[src/rtl/irq_arbiter_if.sv]
// rtl/irq_arbiter_if.sv - register bus and interrupt handshake between core and irq_arbiter
interface irq_arbiter_if #(
  parameter int ID_W = 2
) ();
  logic            reg_we;
  logic            reg_re;
  logic [3:0]      reg_addr;
  logic [31:0]     reg_wdata;
  logic [31:0]     reg_rdata;
  logic            int_req;
  logic [ID_W-1:0] int_id;
  logic            int_ack;
  logic            int_done;

  modport master (
    output reg_we, reg_re, reg_addr, reg_wdata, int_ack, int_done,
    input  reg_rdata, int_req, int_id
  );

  modport slave (
    input  reg_we, reg_re, reg_addr, reg_wdata, int_ack, int_done,
    output reg_rdata, int_req, int_id
  );
endinterface

[src/rtl/irq_arbiter.sv]
// rtl/irq_arbiter.sv - fixed-priority interrupt arbiter with req/ack/done handshake to the core
module irq_arbiter #(
  parameter int N_SRC = 4,
  parameter int ID_W  = 2
) (
  input  logic             clk,
  input  logic             rst,
  input  logic [N_SRC-1:0] irq_src,
  irq_arbiter_if.slave     bus
);

  typedef enum logic [1:0] {IDLE, REQ, SERVICE} state_t;

  state_t           state;
  logic [N_SRC-1:0] enable;
  logic [N_SRC-1:0] trigger;
  logic [N_SRC-1:0] edge_latch;
  logic [N_SRC-1:0] irq_d;
  logic [N_SRC-1:0] rise;
  logic [N_SRC-1:0] pending;
  logic [N_SRC-1:0] cand;
  logic [N_SRC-1:0] id_oh;
  logic [N_SRC-1:0] w1c;
  logic [N_SRC-1:0] ack_clr;
  logic [ID_W-1:0]  sel;
  logic [1:0]       reg_sel;
  logic             id_live;
  logic             ack_take;
  logic             busy;
  logic             unused_ok;

  assign reg_sel   = bus.reg_addr[3:2];
  assign unused_ok = ^{bus.reg_addr[1:0], bus.reg_wdata[31:N_SRC]};

  always_comb begin
    rise    = irq_src & ~irq_d;
    pending = (trigger & edge_latch) | (~trigger & irq_src);
    cand    = pending & enable;

    // Descending scan so the lowest set index is the one left in sel.
    sel = '0;
    for (int i = N_SRC - 1; i >= 0; i--) begin
      if (cand[i]) sel = ID_W'(i);
    end

    id_oh = '0;
    for (int i = 0; i < N_SRC; i++) begin
      id_oh[i] = (bus.int_id == ID_W'(i));
    end

    id_live  = |(cand & id_oh);
    ack_take = (state == REQ) && bus.int_ack;
    busy     = (state != IDLE);

    // Only edge-triggered bits hold latched state that W1C may clear.
    w1c = '0;
    if (bus.reg_we && reg_sel == 2'd1) w1c = bus.reg_wdata[N_SRC-1:0] & trigger;

    ack_clr = '0;
    if (ack_take) ack_clr = id_oh;
  end

  always_ff @(posedge clk) begin
    if (rst) begin
      irq_d      <= '0;
      edge_latch <= '0;
      enable     <= '0;
      trigger    <= '0;
    end else begin
      irq_d      <= irq_src;
      // A new edge wins over any clear arriving in the same cycle.
      edge_latch <= (edge_latch & ~(w1c | ack_clr)) | rise;
      if (bus.reg_we) begin
        case (reg_sel)
          2'd0:    enable  <= bus.reg_wdata[N_SRC-1:0];
          2'd2:    trigger <= bus.reg_wdata[N_SRC-1:0];
          default: ;
        endcase
      end
    end
  end

  always_ff @(posedge clk) begin
    if (rst) begin
      bus.reg_rdata <= '0;
    end else if (bus.reg_re) begin
      case (reg_sel)
        2'd0:    bus.reg_rdata <= 32'(enable);
        2'd1:    bus.reg_rdata <= 32'(pending);
        2'd2:    bus.reg_rdata <= 32'(trigger);
        default: bus.reg_rdata <= {27'b0, busy, bus.int_req, 3'(bus.int_id)};
      endcase
    end
  end

  always_ff @(posedge clk) begin
    if (rst) begin
      state       <= IDLE;
      bus.int_req <= 1'b0;
      bus.int_id  <= '0;
    end else begin
      case (state)
        IDLE: begin
          if (|cand) begin
            state       <= REQ;
            bus.int_req <= 1'b1;
            bus.int_id  <= sel;
          end
        end
        REQ: begin
          // Ack is checked first so it beats a simultaneous withdrawal.
          if (bus.int_ack) begin
            state       <= SERVICE;
            bus.int_req <= 1'b0;
          end else if (!id_live) begin
            state       <= IDLE;
            bus.int_req <= 1'b0;
          end
        end
        SERVICE: begin
          if (bus.int_done) state <= IDLE;
        end
        default: begin
          state       <= IDLE;
          bus.int_req <= 1'b0;
        end
      endcase
    end
  end

endmodule

[src/flat_wrapper.sv]
// flat-port wrapper written by rule: the top's interface ports become plain ports
module irq_arbiter_flat 
#(
  parameter int N_SRC = 4,
  parameter int ID_W  = 2
)
  (clk, rst, irq_src, bus_reg_we, bus_reg_re, bus_reg_addr, bus_reg_wdata, bus_int_ack, bus_int_done, bus_reg_rdata, bus_int_req, bus_int_id);
  irq_arbiter_if #(.ID_W(ID_W)) bus_i ();
  input  logic clk;
  input  logic rst;
  input  logic [N_SRC-1:0] irq_src;
  input wire logic [$bits(bus_i.reg_we)-1:0] bus_reg_we;
  input wire logic [$bits(bus_i.reg_re)-1:0] bus_reg_re;
  input wire logic [$bits(bus_i.reg_addr)-1:0] bus_reg_addr;
  input wire logic [$bits(bus_i.reg_wdata)-1:0] bus_reg_wdata;
  input wire logic [$bits(bus_i.int_ack)-1:0] bus_int_ack;
  input wire logic [$bits(bus_i.int_done)-1:0] bus_int_done;
  output wire logic [$bits(bus_i.reg_rdata)-1:0] bus_reg_rdata;
  output wire logic [$bits(bus_i.int_req)-1:0] bus_int_req;
  output wire logic [$bits(bus_i.int_id)-1:0] bus_int_id;
  assign bus_i.reg_we = bus_reg_we;
  assign bus_i.reg_re = bus_reg_re;
  assign bus_i.reg_addr = bus_reg_addr;
  assign bus_i.reg_wdata = bus_reg_wdata;
  assign bus_i.int_ack = bus_int_ack;
  assign bus_i.int_done = bus_int_done;
  assign bus_reg_rdata = bus_i.reg_rdata;
  assign bus_int_req = bus_i.int_req;
  assign bus_int_id = bus_i.int_id;
  irq_arbiter #(.N_SRC(N_SRC), .ID_W(ID_W)) u_core (.clk(clk), .rst(rst), .irq_src(irq_src), .bus(bus_i));
endmodule
[config.mk]
export PLATFORM = sky130hd
export DESIGN_NAME = irq_arbiter_flat
export DESIGN_NICKNAME = d
export VERILOG_FILES = /design/src/rtl/irq_arbiter_if.sv /design/src/rtl/irq_arbiter.sv /design/src/flat_wrapper.sv
export SDC_FILE = /design/constraint.sdc
export NUM_CORES = 1
export LEC_CHECK = 0
export ABC_AREA = 1
export CAP_MARGIN = 0
export CORE_MARGIN = 2
export CORE_UTILIZATION = 35
export CTS_CLUSTER_SIZE = 30
export DETAILED_ROUTE_END_ITERATION = 10
export GPL_TIMING_DRIVEN = 1
export PLACE_DENSITY = 0.77
export SETUP_SLACK_MARGIN = 0.5
export SKIP_LAST_GASP = 1
export SLEW_MARGIN = 15
export SYNTH_ARGS = -nofsm -noshare
export SYNTH_HDL_FRONTEND = slang
export SYNTH_SLANG_ARGS = --single-unit
[constraint.sdc]
create_clock -name clk -period 1.14 [get_ports clk]
set_input_delay 0.342 -clock clk [delete_from_list [all_inputs] [get_ports clk]]
set_output_delay 0.342 -clock clk [all_outputs]
set_load 0.005 [all_outputs]
* After elaboration in Yosys (flattened, before gate mapping) *
Index checks and enable logic that the tools add are counted.

storage, ports and cells
  output and inout port bits = 35
  bits of input ports = 46
  register bits = 53
  logic and storage cells = 61

operators by class
  equal/unequal tests = 10
  bitwise operators = 14
  reduce and logical (&&, ||, !) cells = 13
  muxes and demuxes = 16

operators with widths
  kind                number
  $and 4x4->4         7
  $mux 2              8
  $pmux 5 s3          1
  $not 4->4           3
  $or 4x4->4          3
  $eq 2x2->1 const B  4
  $mux 4              2
  $reduce_or 4->1     2
  $eq 2x1->1 const B  3
  $logic_not 2->1     3
  $pmux 2 s3          1
  $reduce_and 2->1    3
  $reduce_and 3->1    2
  $mux 1              3
  $ne 3x3->1 const B  1
  $pmux 1 s3          1
  $logic_and 1x1->1   2
  $ne 2x1->1 const B  1
  $ne 2x2->1 const B  1
  $reduce_bool 2->1   1
  $not 1->1           1

* Longest topological paths before layout *
  word-level depth = 9
  mapped depth = 10
  gate-level depth less buffers = 10

* Worst setup path after synthesis *
Ideal clock, no wire load.

  path type = register -> register
  start = register u_core.trigger[2]
  end = register u_core.bus.int_req
  path slack = 51 ps
  data required time = 1009 ps
  buffers on the path = 0
  data arrival time = 958 ps
  cell stages (with the launch flop) = 10
  clock period less this slack = 1089 ps
  library setup time = 131 ps
  cell sequence = dfxtp_1 > inv_1 > nand2_2 > nand3_4 > nand2_4 > nor2_4 > o21bai_1 > nand2_1 > nand2_1 > a21oi_2

between the ends
  cells in the longest elaborated chain, start to end = 8
  elaborated cells on any way between the ends = 11
  those cells by class = eq/ne: 2; bitwise: 6; reduce/logical: 3

ends and longest elaborated chain
  what                                   RTL line              RTL
  start: declaration                     irq_arbiter.sv:16     logic [N_SRC-1:0] trigger;
  start signal: assignment               irq_arbiter.sv:76     2'd2: trigger <= bus.reg_wdata[N_SRC-1:0];
  $not 4->4                              irq_arbiter.sv:37     pending = (trigger & edge_latch) | (~trigger & irq_src);
  $and 4x4->4                            irq_arbiter.sv:37
  $or 4x4->4 (*)                         irq_arbiter.sv:37
  $and 4x4->4 (*)                        irq_arbiter.sv:38     cand = pending & enable;
  $and 4x4->4                            irq_arbiter.sv:51     id_live = |(cand & id_oh);
  $reduce_or 4->1                        irq_arbiter.sv:51
  $ne 3x3->1 (no source line)            n/a
  $reduce_and 3->1 (no source line) (*)  n/a
  end signal: assignment                 irq_arbiter.sv:99     bus.int_req <= 1'b0;
  end signal: assignment                 irq_arbiter.sv:106    bus.int_req <= 1'b1;
  end signal: assignment                 irq_arbiter.sv:114    bus.int_req <= 1'b0;
  end: declaration                       irq_arbiter_if.sv:22  output reg_rdata, int_req, int_id

Mark *: on every way between the ends. The rest lies on a longest branch, timed or not.
A chain may end at the register's enable or synchronous reset.

* Worst setup path in the final report *
  start = register u_core.bus.int_id[1]
  end = register u_core.bus.int_req

between the ends
  cells in the longest elaborated chain, start to end = 5
  elaborated cells on any way between the ends = 8
  those cells by class = eq/ne: 4; bitwise: 1; reduce/logical: 3

ends and longest elaborated chain
  what                                      RTL line              RTL
  start: declaration                        irq_arbiter_if.sv:22
  start signal: assignment                  irq_arbiter.sv:107    bus.int_id <= sel;
  $eq 2x1->1, or another cell as far along  irq_arbiter.sv:48     id_oh[i] = (bus.int_id == ID_W'(i));
  $and 4x4->4 (*)                           irq_arbiter.sv:51
  $reduce_or 4->1 (*)                       irq_arbiter.sv:51
  $ne 3x3->1 (no source line) (*)           n/a
  $reduce_and 3->1 (no source line) (*)     n/a

Marked as above.

==> results.txt <==
----------------------------------------------------
[Timing]
  Maximum clock frequency ... around 0.82 GHz
  Post-route setup TNS ... -0.1945 ns
  Worst clock skew ... between 0.002 and 0.0025 ns
  Final Worst Setup Slack ... -0.07945 ns
  Final critical-path required period ... around 1.2 ns
  Tcrit/Tclk final ... 1.070
  Hold violation total from the final report ... 0
  Final setup viols ... 5
  Setup repair after global routing missed its margin ... yes
  Number of pins exceeding their max-slew limit in the final report ... 0

[Clock network]
  Sinks on the clock net ... 26
  Maximum root-to-sink buffer count ... 2
  Number of buffers created by CTS ... 3
  Hold-fix buffers, CTS ... 0
  Clock network latency to the later pin of the worst-skew pair ... around 0.27 ns
  Max H-tree Level ... 1
  Clock root buffer ... clkbuf_8
  CTS tree ... built
  Clock transition at the registers of the reported paths ... approximately 0.090 ns

[Critical path]
  Endpoint required time on the critical path ... ~1.4 ns
  Slowest cell on the critical path ... dfxtp_4
  Critical path startpoint category ... flop
  Critical path cell sequence ... buf_6, buf_6, nor2_4, nand3_2, nand2_2, o21ai_2, nand2_1, nand2_1, a21oi_2
  Data arrival time of the critical path ... ~1.4 ns
  Kind of critical path ... flop to flop
  Maximum fanout along the worst path ... 5
  Worst Setup End Kind ... flop
  Stage delay of the slowest cell on the critical path ... 0.36 ns

[Power]
  Leakage ... between 0.001 and 0.0015 uW
  Largest vdd supply drop ... 0.5446 mV
  Power density over the cells ... between 900 and 1000 mW/mm^2
  Total Power ... roughly 2200 uW

[Placed design]
  Routability congestion estimate ... 0.8677
  Placed Area ... between 0.0015 and 0.002 mm^2
  HPWL Detailed ... between 2 and 3 mm
  Buffers added on ports ... 23

[Routing]
  Count of TritonRoute iterations in the first routing pass ... 10
  WL/cell ... 13.07 um
  Overall routed net length ... ~4.3 mm
  DRC viols ... 0
  Detail Route Antenna Nets ... 0
  Number of vias per cell ... between 4 and 5
  Total via count after detailed routing ... between 1500 and 2000
  DR iter-0 viols ... 30

[Floorplan]
  IO Count ... 81
  Total core area ... approximately 0.004 mm^2
  Floorplan die height ... 68.95 um
  Chip Width ... 68.95 um
  Effective utilization at floorplan ... 0.3665
  # rows ... 23
  Die area ... between 0.004 and 0.005 mm^2

[Logic synthesis]
  Cell type with the largest total area after synthesis ... dfxtp_1
  Share of the yosys chip area belonging to registers ... 0.3525
  Post-synthesis instance total ... between 200 and 250
  Number of library cell types mapped by synthesis ... 28
  Combined area of all synthesized cells ... between 0.001 and 0.0015 mm^2
  Flip-flop and latch count after synthesis ... 26
  Largest cells by area after synthesis ... dfxtp_1, buf_4, nand2_1
  Post-Synthesis Mean Instance Area ... about 7.1 um^2
  Synth Warn # ... 0
  Post-synth top area share ... 0.3525

[Layout]
  Layout-stage area growth over the synthesis result ... 63.90%
  Filler cell count in the final layout ... 367
  Ratio of cells with drive above 1 in the final layout ... 0.5761
  Core utilization of the finished layout ... 0.6006
  Sequential cell area ... about 560 um^2
  Multi-input combinational cell area ... about 0.0010 mm^2
  Inserted Diodes ... 0
  NumNets Final ... between 300 and 400
  Post-layout instance area ... approximately 0.0024 mm^2

[Global routing]
  All-layer global routing usage ... 0.1798
  Largest net degree at the start of global routing ... 15
  First-pass GRT wire length ... 6.368 mm
  Antenna violations before repair ... 0
  Via count of the first global-routing pass ... 1429
  Global-route congestion overflow total ... 0

[Run status]
  Outcome ... finished, violations left
  Violations in the final reports ... negative setup slack

[Run]
  Max Cap Violations ... 0

[Min path]
  Class of the tightest hold or removal check ... flop to flop

----------------------------------------------------
cell type report:
cell class	instances	share of cell area
Inverter	24	0.04809
Sequential cell	26	0.2296
Clock buffer	4	0.02275
Multi-Input combinational cell	155	0.4261
Tap cell	50	0.02585
Timing Repair inverter	1	0.002068
Timing Repair Buffer	66	0.2456
metal layers:
| metal | up-vias | share of wire | track usage |
|---|---|---|---|
| li1 | 754 | - | - |
| met1 | 714 | 0.40 | 0.2114 |
| met2 | 53 | 0.53 | 0.3233 |
| met3 | 8 | 0.051 | 0.03571 |
| met4 | 0 | 0.018 | 0.06127 |
| met5 | - | 0 | 0 |
through the flow:
step                      instances  worst slack, ns  hold WS, ns
after floorplan                 235           0.1017       0.3966
after global placement          303          -0.4993       0.3981
after detailed placement        303          -0.5654       0.4093
after CTS                       317         -0.09786       0.4134
after global routing            326          -0.1474       0.4398
final                           326         -0.07945       0.4137
critical path, delay by kind of cell (launching register included):
kind,cells,cell delay [ns]
AOI/OAI and AO/OA,2,0.16
and+or+nand+nor,5,0.40
buffers and inverters,2,0.24
DFF,1,0.36
sequential cells by signal, indices dropped and copies added, names as in the netlist:
register	cells
u_core.bus.reg_rdata	5
u_core.edge_latch	4
u_core.enable	4
u_core.irq_d	4
u_core.trigger	4
u_core.bus.int_id	2
u_core.state	2
u_core.bus.int_req	1
kinds of logic after synthesis:
family / after synthesis / synth area share
AND/OR/NAND/NOR: 92 / 0.2924
buffers and inverters: 54 / 0.2076
AO/OA/AOI/OAI: 36 / 0.1449
flip-flops: 26 / 0.3525
other: 1 / 0.002540
cell usage in the layout, fill, tap and decap left out, drive strengths merged:
cell type,instances
clkbuf,4
nand4,3
o21bai,1
o22ai,1
dfxtp,26
nor2,22
clkinvlp,1
clkinv,2
clkdlybuf4s15,3
o211ai,1
o31ai,3
nand3,17
a21oi,14
a211oi,1
buf,55
nand3b,1
inv,22
clkdlybuf4s50,1
nor3,1
conb,27
o21ai,11
a22oi,4
nand2,48
dlygate4sd2,7
path summary, 6_finish.rpt:
check                            start                    to  slack, ns  depth (start not counted)
setup reg to reg  u_core.bus.int_id[1]    u_core.bus.int_req      -0.08                          9
hold / removal         u_core.irq_d[2]  u_core.edge_latch[2]       0.41                          1
hold reg to reg        u_core.irq_d[2]  u_core.edge_latch[2]       0.41                          1
setup / recovery  u_core.bus.int_id[1]    u_core.bus.int_req      -0.08                          9
cells in the mapped netlist, drive strengths merged:
library cell and n:
nand3b 1, dfxtp 26, nor2 22, nor3 1, conb 1, nand3 17, o21bai 1, a21oi 14
a211oi 1, nand2 48, a22oi 4, o21ai 11, nand4 3, o211ai 1, buf 30, inv 24
o31ai 3, o22ai 1
power by group:
part	internal [uW]	total (uW)	switching, uW
registers	959	1010	50.6
clock network	309	611	302
logic	285	600	315
total	1550	2220	667
repair_timing:
item	in CTS	in global routing
pin swaps	34	23
resized for setup	112	39
setup endpoints to repair	34	34
cloned	0	1
setup buffers	10	8
(Power assumes the default switching activity.)
